## src/rtl/serial_shifter.sv

```systemverilog
// -----------------------------------------------------------------------------
// serial_shifter
//   Multi-cycle shift unit offering the same operations as the single-cycle
//   barrel shifter (SLL, SRL, SRA, ROR), but moving one bit position per clock.
//   A request (a, amt, mode) is taken over a valid/ready channel, the operand is
//   shifted in place for amt cycles, and the result is returned over a second
//   valid/ready channel. Only one operation is in flight at a time.
//
// Ports
//   clk        in   1      rising-edge clock
//   rst_n      in   1      asynchronous active-low reset
//   req_valid  in   1      request present on a/amt/mode
//   req_ready  out  1      unit idle and able to accept a request
//   a          in   width  operand
//   amt        in   v      shift amount, 0..width-1
//   mode       in   2      00 SLL, 01 SRL, 10 SRA, 11 ROR
//   rsp_valid  out  1      y holds a completed result
//   rsp_ready  in   1      consumer takes the result
//   y          out  width  result
//   busy       out  1      operation in progress or result waiting
// -----------------------------------------------------------------------------
module serial_shifter #(
    parameter  int width = 16,
    localparam int v     = $clog2(width)
) (
    input  logic             clk,
    input  logic             rst_n,
    input  logic             req_valid,
    output logic             req_ready,
    input  logic [width-1:0] a,
    input  logic [v-1:0]     amt,
    input  logic [1:0]       mode,
    output logic             rsp_valid,
    input  logic             rsp_ready,
    output logic [width-1:0] y,
    output logic             busy
);

    typedef enum logic [1:0] {
        IDLE  = 2'b00,
        SHIFT = 2'b01,
        DONE  = 2'b10
    } state_t;

    state_t           state_r;
    logic [width-1:0] y_r;
    logic [v-1:0]     count_r;
    logic [1:0]       mode_r;
    logic             req_ready_r;
    logic             rsp_valid_r;
    logic             busy_r;

    // One single-bit step of the selected shift operation.
    function automatic logic [width-1:0] shift_step(
        input logic [width-1:0] val,
        input logic [1:0]       m
    );
        logic [width-1:0] res;
        case (m)
            2'b00:   res = {val[width-2:0], 1'b0};
            2'b01:   res = {1'b0, val[width-1:1]};
            2'b10:   res = {val[width-1], val[width-1:1]};
            2'b11:   res = {val[0], val[width-1:1]};
            default: res = val;
        endcase
        return res;
    endfunction

    // Control FSM and datapath; handshake flags are registered alongside state
    // so they never depend combinationally on the inputs.
    always_ff @(posedge clk or negedge rst_n) begin
        if (!rst_n) begin
            state_r     <= IDLE;
            y_r         <= '0;
            count_r     <= '0;
            mode_r      <= 2'b00;
            req_ready_r <= 1'b1;
            rsp_valid_r <= 1'b0;
            busy_r      <= 1'b0;
        end else begin
            case (state_r)
                IDLE: begin
                    if (req_valid) begin
                        y_r         <= a;
                        count_r     <= amt;
                        mode_r      <= mode;
                        req_ready_r <= 1'b0;
                        busy_r      <= 1'b1;
                        if (amt == '0) begin
                            // Nothing to shift: result is the operand itself.
                            state_r     <= DONE;
                            rsp_valid_r <= 1'b1;
                        end else begin
                            state_r     <= SHIFT;
                            rsp_valid_r <= 1'b0;
                        end
                    end
                end
                SHIFT: begin
                    y_r     <= shift_step(y_r, mode_r);
                    count_r <= count_r - v'(1);
                    // Last step happens on this edge; result is then final.
                    if (count_r == v'(1)) begin
                        state_r     <= DONE;
                        rsp_valid_r <= 1'b1;
                    end
                end
                DONE: begin
                    // y is held untouched until the consumer takes it.
                    if (rsp_ready) begin
                        state_r     <= IDLE;
                        rsp_valid_r <= 1'b0;
                        busy_r      <= 1'b0;
                        req_ready_r <= 1'b1;
                    end
                end
                default: begin
                    state_r     <= IDLE;
                    count_r     <= '0;
                    req_ready_r <= 1'b1;
                    rsp_valid_r <= 1'b0;
                    busy_r      <= 1'b0;
                end
            endcase
        end
    end

    assign y         = y_r;
    assign req_ready = req_ready_r;
    assign rsp_valid = rsp_valid_r;
    assign busy      = busy_r;

endmodule

```

## config.mk

```make
export PLATFORM = sky130hd
export DESIGN_NAME = serial_shifter
export DESIGN_NICKNAME = d
export VERILOG_FILES = /design/src/rtl/serial_shifter.sv
export SDC_FILE = /design/constraint.sdc
export NUM_CORES = 1
export LEC_CHECK = 0
export CAP_MARGIN = 30
export CORE_UTILIZATION = 42
export CTS_BUF_LIST = sky130_fd_sc_hd__clkbuf_8
export CTS_CLUSTER_DIAMETER = 120
export DETAILED_ROUTE_END_ITERATION = 6
export GPL_ROUTABILITY_DRIVEN = 0
export PLACE_DENSITY = 0.81
export SLEW_MARGIN = 30
export SYNTH_ARGS = -nofsm -noshare
export SYNTH_HDL_FRONTEND = slang
export SYNTH_SLANG_ARGS = --single-unit
```

## constraint.sdc

```tcl
create_clock -name clk -period 4.22 [get_ports clk]
set_clock_uncertainty 0.05 [all_clocks]
set_input_delay 0.633 -clock clk [delete_from_list [all_inputs] [get_ports clk]]
set_output_delay 0.633 -clock clk [all_outputs]
set_load 0.02 [all_outputs]
```

==> metrics.txt, run 1 <==
later-pin clock latency in the skew report 0.28 ns; antenna violations before repair 0; drt via density 5.86; DRC viols 0; Area Overhead vs Synth 27.4%; Total GRT Usage 0.207; fin crit share 0.670; unrepaired setup endpoints after global routing false; routed len/inst 16.6 µm; met1 Usage GRT 0.255; CP Launch Type input pin; synthesis warning total 0; Yosys cell types 43; sequential area share after synthesis 0.398; TNS Setup 0 ns; most frequent cells in the layout 43 x clkdlybuf4s50_1, 25 x dfrtp_1, 17 x o22ai_1, 15 x mux2i_1, 11 x nor2b_1; initial DRC count 81; Placed Cells 228; dpl hpwl 2660 µm; Std-Cell Rows 22; Yosys reg bits 26; DIE HEIGHT 64.4 µm; die area 4150 µm²; pin count of the biggest net entering global routing 29; EDFF count, synth 0; clock sinks 26; layout cells sized above 1 0.125; status finished, final reports clean; post-CTS sizing 0; DR vias 1360; width of the die 64.4 µm; Syn Inst Count 147; Power Density 791 nW/µm²; gr ovfl total 0; Hold Crit Class in -> async; Worst Setup End Kind flop; hold buffer count at cts 0; root buffer cell clkbuf_8; Crit Path Class in -> reg; Max Cap Viol 0; number of CTS-inserted buffers 3; core box area 3690 µm²; Syn Area/Cell 11.1 µm²; Rel. slew slack 0.446; IR drop worst, VDD 0.384 mV; Critical Path AT 2.94 ns; first drt pass iteration count 4; Setup Buffers After CTS 0; Worst-Margin Slew 0.831 ns; reg2reg path depth 3; CP Max Fanout 22; critical path required time 4.34 ns; antenna diode count 0; Final Non-Filler Cells 232; syn nets 175; CTS tree yes; crit path time final 2.83 ns; H-tree Lvls 1; GRT busiest layer met2; Detailed Route WL 3860 µm; vias in the first global route 1418; CTS clk-pin slew, worst paths 0.09 ns; FMAX 0.354 GHz; Hold Fails Final Rpt 0; first-pass GRT wire length 6670 µm; nets 213; GRT met3 Usage 0.0352; Ports 45; Post-Synthesis Cell Area 1640 µm²; FFs w/ async S/R, synth 1.00; final slew viol count 0; Static Leak 0.820 nW; met2 Track Usage GR 0.357; Port Buf Inserts 44; commonest non-fill, non-tap cell in the layout clkdlybuf4s50_1; Initial Utilization 0.444; post-route ant nets 0; endpoints failing setup 0; CTS Buffer Depth 2; top_reg_cell synth dfrtp_1
-- cells by family (layout without fill, tap and decap cells) --
family	after synthesis	in the layout	share of synthesized area
adders and majority gates	2	2	0.0153
buffers and inverters	16	53	0.0757
DFF	26	26	0.398
xor gates and xnor gates	2	2	0.0107
muxes	17	17	0.106
AOI/OAI and AO/OA	50	50	0.255
and+or+nand+nor	34	34	0.140
-- routing by layer --
layer / wire (µm) / vias to the layer above / part of all wire
li1: - / 645 / -
met1: 1720 / 675 / 0.45
met2: 1910 / 35 / 0.50
met3: 162 / 5 / 0.042
met4: 58 / 0 / 0.015
met5: 0 / - / 0
-- final cells by class --
cell class	count	area, µm²
Clock buffer	4	55.1
Fill cell	334	1600
Inverter	4	15.0
Multi-Input combinational cell	105	861
Sequential cell	26	652
Tap cell	48	60.1
Timing Repair Buffer	45	443
-- critical path, cell delays in order --
cell and delay (ns):
clkdlybuf4s50_1 0.99, nand2b_1 0.67, nor2_2 0.30, mux2_1 0.35
-- report_power, final --
group	leakage (nW)	internal, mW	switching (mW)	total (mW)
Clock	0.0288	0.0837	0.0840	0.168
Combinational	0.502	0.471	0.451	0.922
Sequential	0.290	0.376	0.184	0.560
Total	0.820	0.931	0.719	1.65
-- cell usage after synthesis, drive strengths merged, types with 3 or more instances --
cell type	n	area, µm²
o22ai	17	106
inv	4	15.0
buf	9	87.6
dfrtp	25	626
a221oi	15	194
nor2	5	28.8
and2b	8	60.1
a21oi	5	25.0
o2bb2ai	3	26.3
o21ai	4	20.0
mux2i	15	150
nor2b	11	68.8
-- path summary, 6_finish.rpt --
kind / end / from / slack, ns
max in group asynchronous: y[0] / rst_n / 3.44
worst max register to register: y[6] / state_r[1] / 2.00
min in group clk: req_ready / req_ready / 0.46
worst max-delay path: mode_r[0] / req_valid / 1.39
worst min-delay path: count_r[2] / rst_n / 0.29
worst min register to register: req_ready / req_ready / 0.46
-- sequential cells by signal (all words and copies together) (netlist names) --
name / flops
y: 16
state_r: 2
mode_r: 2
count_r: 4
req_ready: 1
busy: 1
-- through the flow --
stage          hold WS [ns]  utilization  power, mW  instance area, µm²  setup WS [ns]
5_1_grt               0.319        0.565       1.77                2090           1.26
2_1_floorplan         0.287            -       1.22                1640           2.70
6_report              0.293        0.565       1.65                2090           1.39
3_5_place_dp          0.454        0.551       1.49                2030           1.14
3_3_place_gp          0.440        0.552       1.45                2040           1.28
4_1_cts               0.315        0.565       1.65                2090           1.44
Note: power is estimated with default switching activity, not from simulation.
==> run 2: changes to the inputs <==
Settings changed: PLACE_DENSITY 0.81 to 0.84.
Clock period 4.22 ns to 2.5 ns, I/O delays scaled along.
==> run 2 against run 1 <==
Net effect:
- routed wire length grew 2.4%
- total power grew 70%
- sequential cell count is the same
- setup slack lost 0.74 ns
- die area is the same
- global-route usage shrank 0.32 points
- worst hold slack gained 0.11 ns
- combinational power grew 76%
- clock-buffer cell count is the same
- critical path depth shrank 3
- critical path type is now reg -> out
==> metrics.txt, run 2 (synthesized netlist as in run 1, its figures left out) <==
nets 217 (+1.9%); critical path required time 2.08 ns (-2.26 ns); max reg flops 16 (unchanged); CTS clk-pin slew, worst paths 0.09 ns (about the same); Std-Cell Rows 22 (unchanged); Slowest-stage cell, CP clkdlybuf4s50_1; register area 652 µm² (unchanged); DP Area 2070 µm² (+1.7%); endpoints failing setup 0 (unchanged); antenna diode count 0 (unchanged); first drt pass iteration count 4 (unchanged); Combinational Power Share 0.576 (+0.017); IR drop worst, VDD 0.792 mV (+110%); Total GRT Usage 0.204 (-0.00318); largest stage delay on the critical path 0.60 ns (-0.39 ns); DR vias 1379 (+1.4%); CTS Buffer Depth 2 (unchanged); critical path's top delay family buffers and inverters; sw frac 0.435 (-0.00111); Worst-Margin Slew 0.566 ns (-0.265 ns); total power 2.81 mW (+70%); CP Buf/Inv Count 1 (unchanged); Max Cap Viol 0 (unchanged); layout cells sized above 1 0.138 (+0.0133); Hold Fails Final Rpt 0 (unchanged); Crit Path Class reg -> out; later-pin clock latency in the skew report 0.27 ns (about the same); most frequent cells in the layout 44 x clkdlybuf4s50_1, 25 x dfrtp_1, 17 x o22ai_1, 15 x mux2i_1, 11 x nor2b_1; Critical Path AT 1.42 ns (-1.52 ns); DIE HEIGHT 64.4 µm (unchanged); vias in the first global route 1366 (-3.7%); Power Density 1320 nW/µm² (+67%); root buffer cell clkbuf_8; Rel. slew slack 0.622 (+0.176); CP cell instances clkdlybuf4s50_1; antenna violations before repair 0 (unchanged); pin count of the biggest net entering global routing 27 (-6.9%); Fillers 356 (+6.6%); Pint 1.59 mW (+70%); FMAX 0.541 GHz; routed len/inst 16.7 µm (+0.65%); first-pass GRT wire length 6640 µm (-0.52%); core box area 3690 µm² (unchanged); clock sinks 26 (unchanged); H-tree Lvls 1 (unchanged); Area Overhead vs Synth 29.6%; gr ovfl total 0 (unchanged); Sw Pwr 1.22 mW (+70%); final slew viol count 0 (unchanged); Worst Setup End Kind output port; Ports 45 (unchanged); Worst R2R Setup Slack 0.80 ns (-1.20 ns); width of the die 64.4 µm (unchanged); number of CTS-inserted buffers 3 (unchanged); TNS Setup 0 ns (unchanged); Static Leak 0.840 nW (+2.4%); Clk pwr share 0.099 (-0.003); Reg power frac 0.325 (-0.014); hold buffer count at cts 0 (unchanged); post-route ant nets 0 (unchanged); CTS tree yes; CP Launch Type flop; CP Max Fanout 3 (-86%); post-layout util 0.575 (+0.00950); post-CTS sizing 0 (unchanged); commonest non-fill, non-tap cell in the layout clkdlybuf4s50_1; drt via density 5.84 (-0.32%); Port Buf Inserts 44 (unchanged); dpl hpwl 2640 µm (-0.69%); crit path time final 1.85 ns; initial DRC count 136 (+68%); multi-input combinational cell area 861 µm² (unchanged); DRC viols 0 (unchanged); Initial Utilization 0.444 (unchanged); post-route design area 2120 µm² (+1.7%); die area 4150 µm² (unchanged); Final Non-Filler Cells 236 (+1.7%); Detailed Route WL 3950 µm (+2.4%); Hold Crit Class in -> async; Placed Cells 232 (+1.8%); unrepaired setup endpoints after global routing false; fin crit share 0.740; Setup Buffers After CTS 0 (unchanged); status finished, final reports clean
run 2: cell types whose count changed in the layout (fill, tap and decap cells not counted):
cell / before / now
buf_2: 1 / 0
clkdlybuf4s50_1: 43 / 44
buf_4: 1 / 5
run 2: cell type report:
class | count | share of cell area
sequential | 26 | 0.307
tap | 48 | 0.0283
inverter | 4 | 0.00708
clock buffer | 4 | 0.0260
multi-input combinational | 105 | 0.406
timing repair buffer | 49 | 0.225
run 2: metal layers:
| layer | part of all wire | vias up | wire, µm | global-route usage |
|---|---|---|---|---|
| met1 | 0.45 | 685 | 1760 | 0.289 |
| li1 | - | 648 | - | - |
| met4 | 0.0071 | 0 | 28 | 0.0500 |
| met5 | 0 | - | 0 | 0 |
| met3 | 0.047 | 4 | 184 | 0.0229 |
| met2 | 0.50 | 42 | 1970 | 0.332 |
run 2: final timing paths:
path | start | to | depth (start not counted)
worst max-delay path | req_ready | req_ready | 1
worst min-delay path | rst_n | count_r[1] | 2
worst max register to register | mode_r[0] | y[15] | 3
worst min register to register | req_ready | req_ready | 2
max in group asynchronous | rst_n | req_ready | 2
min in group clk | req_ready | req_ready | 2
run 2: metrics by stage:
step                      hold slack, ns  setup WS (ns)
final                              0.407          0.651
after global routing               0.471          0.622
after CTS                          0.428          0.639
after detailed placement           0.444          0.502
after global placement             0.434          0.637
after floorplan                   0.0294          0.983
run 2: power by group through the flow:
stage | Clock [mW] | Combinational [mW] | Sequential [mW]
6_report | 0.277 | 1.62 | 0.911
5_1_grt | 0.303 | 1.74 | 0.948
4_1_cts | 0.282 | 1.62 | 0.906
3_5_place_dp | 0 | 1.62 | 0.914
3_3_place_gp | 0 | 1.57 | 0.905
2_1_floorplan | 0 | 1.07 | 0.997
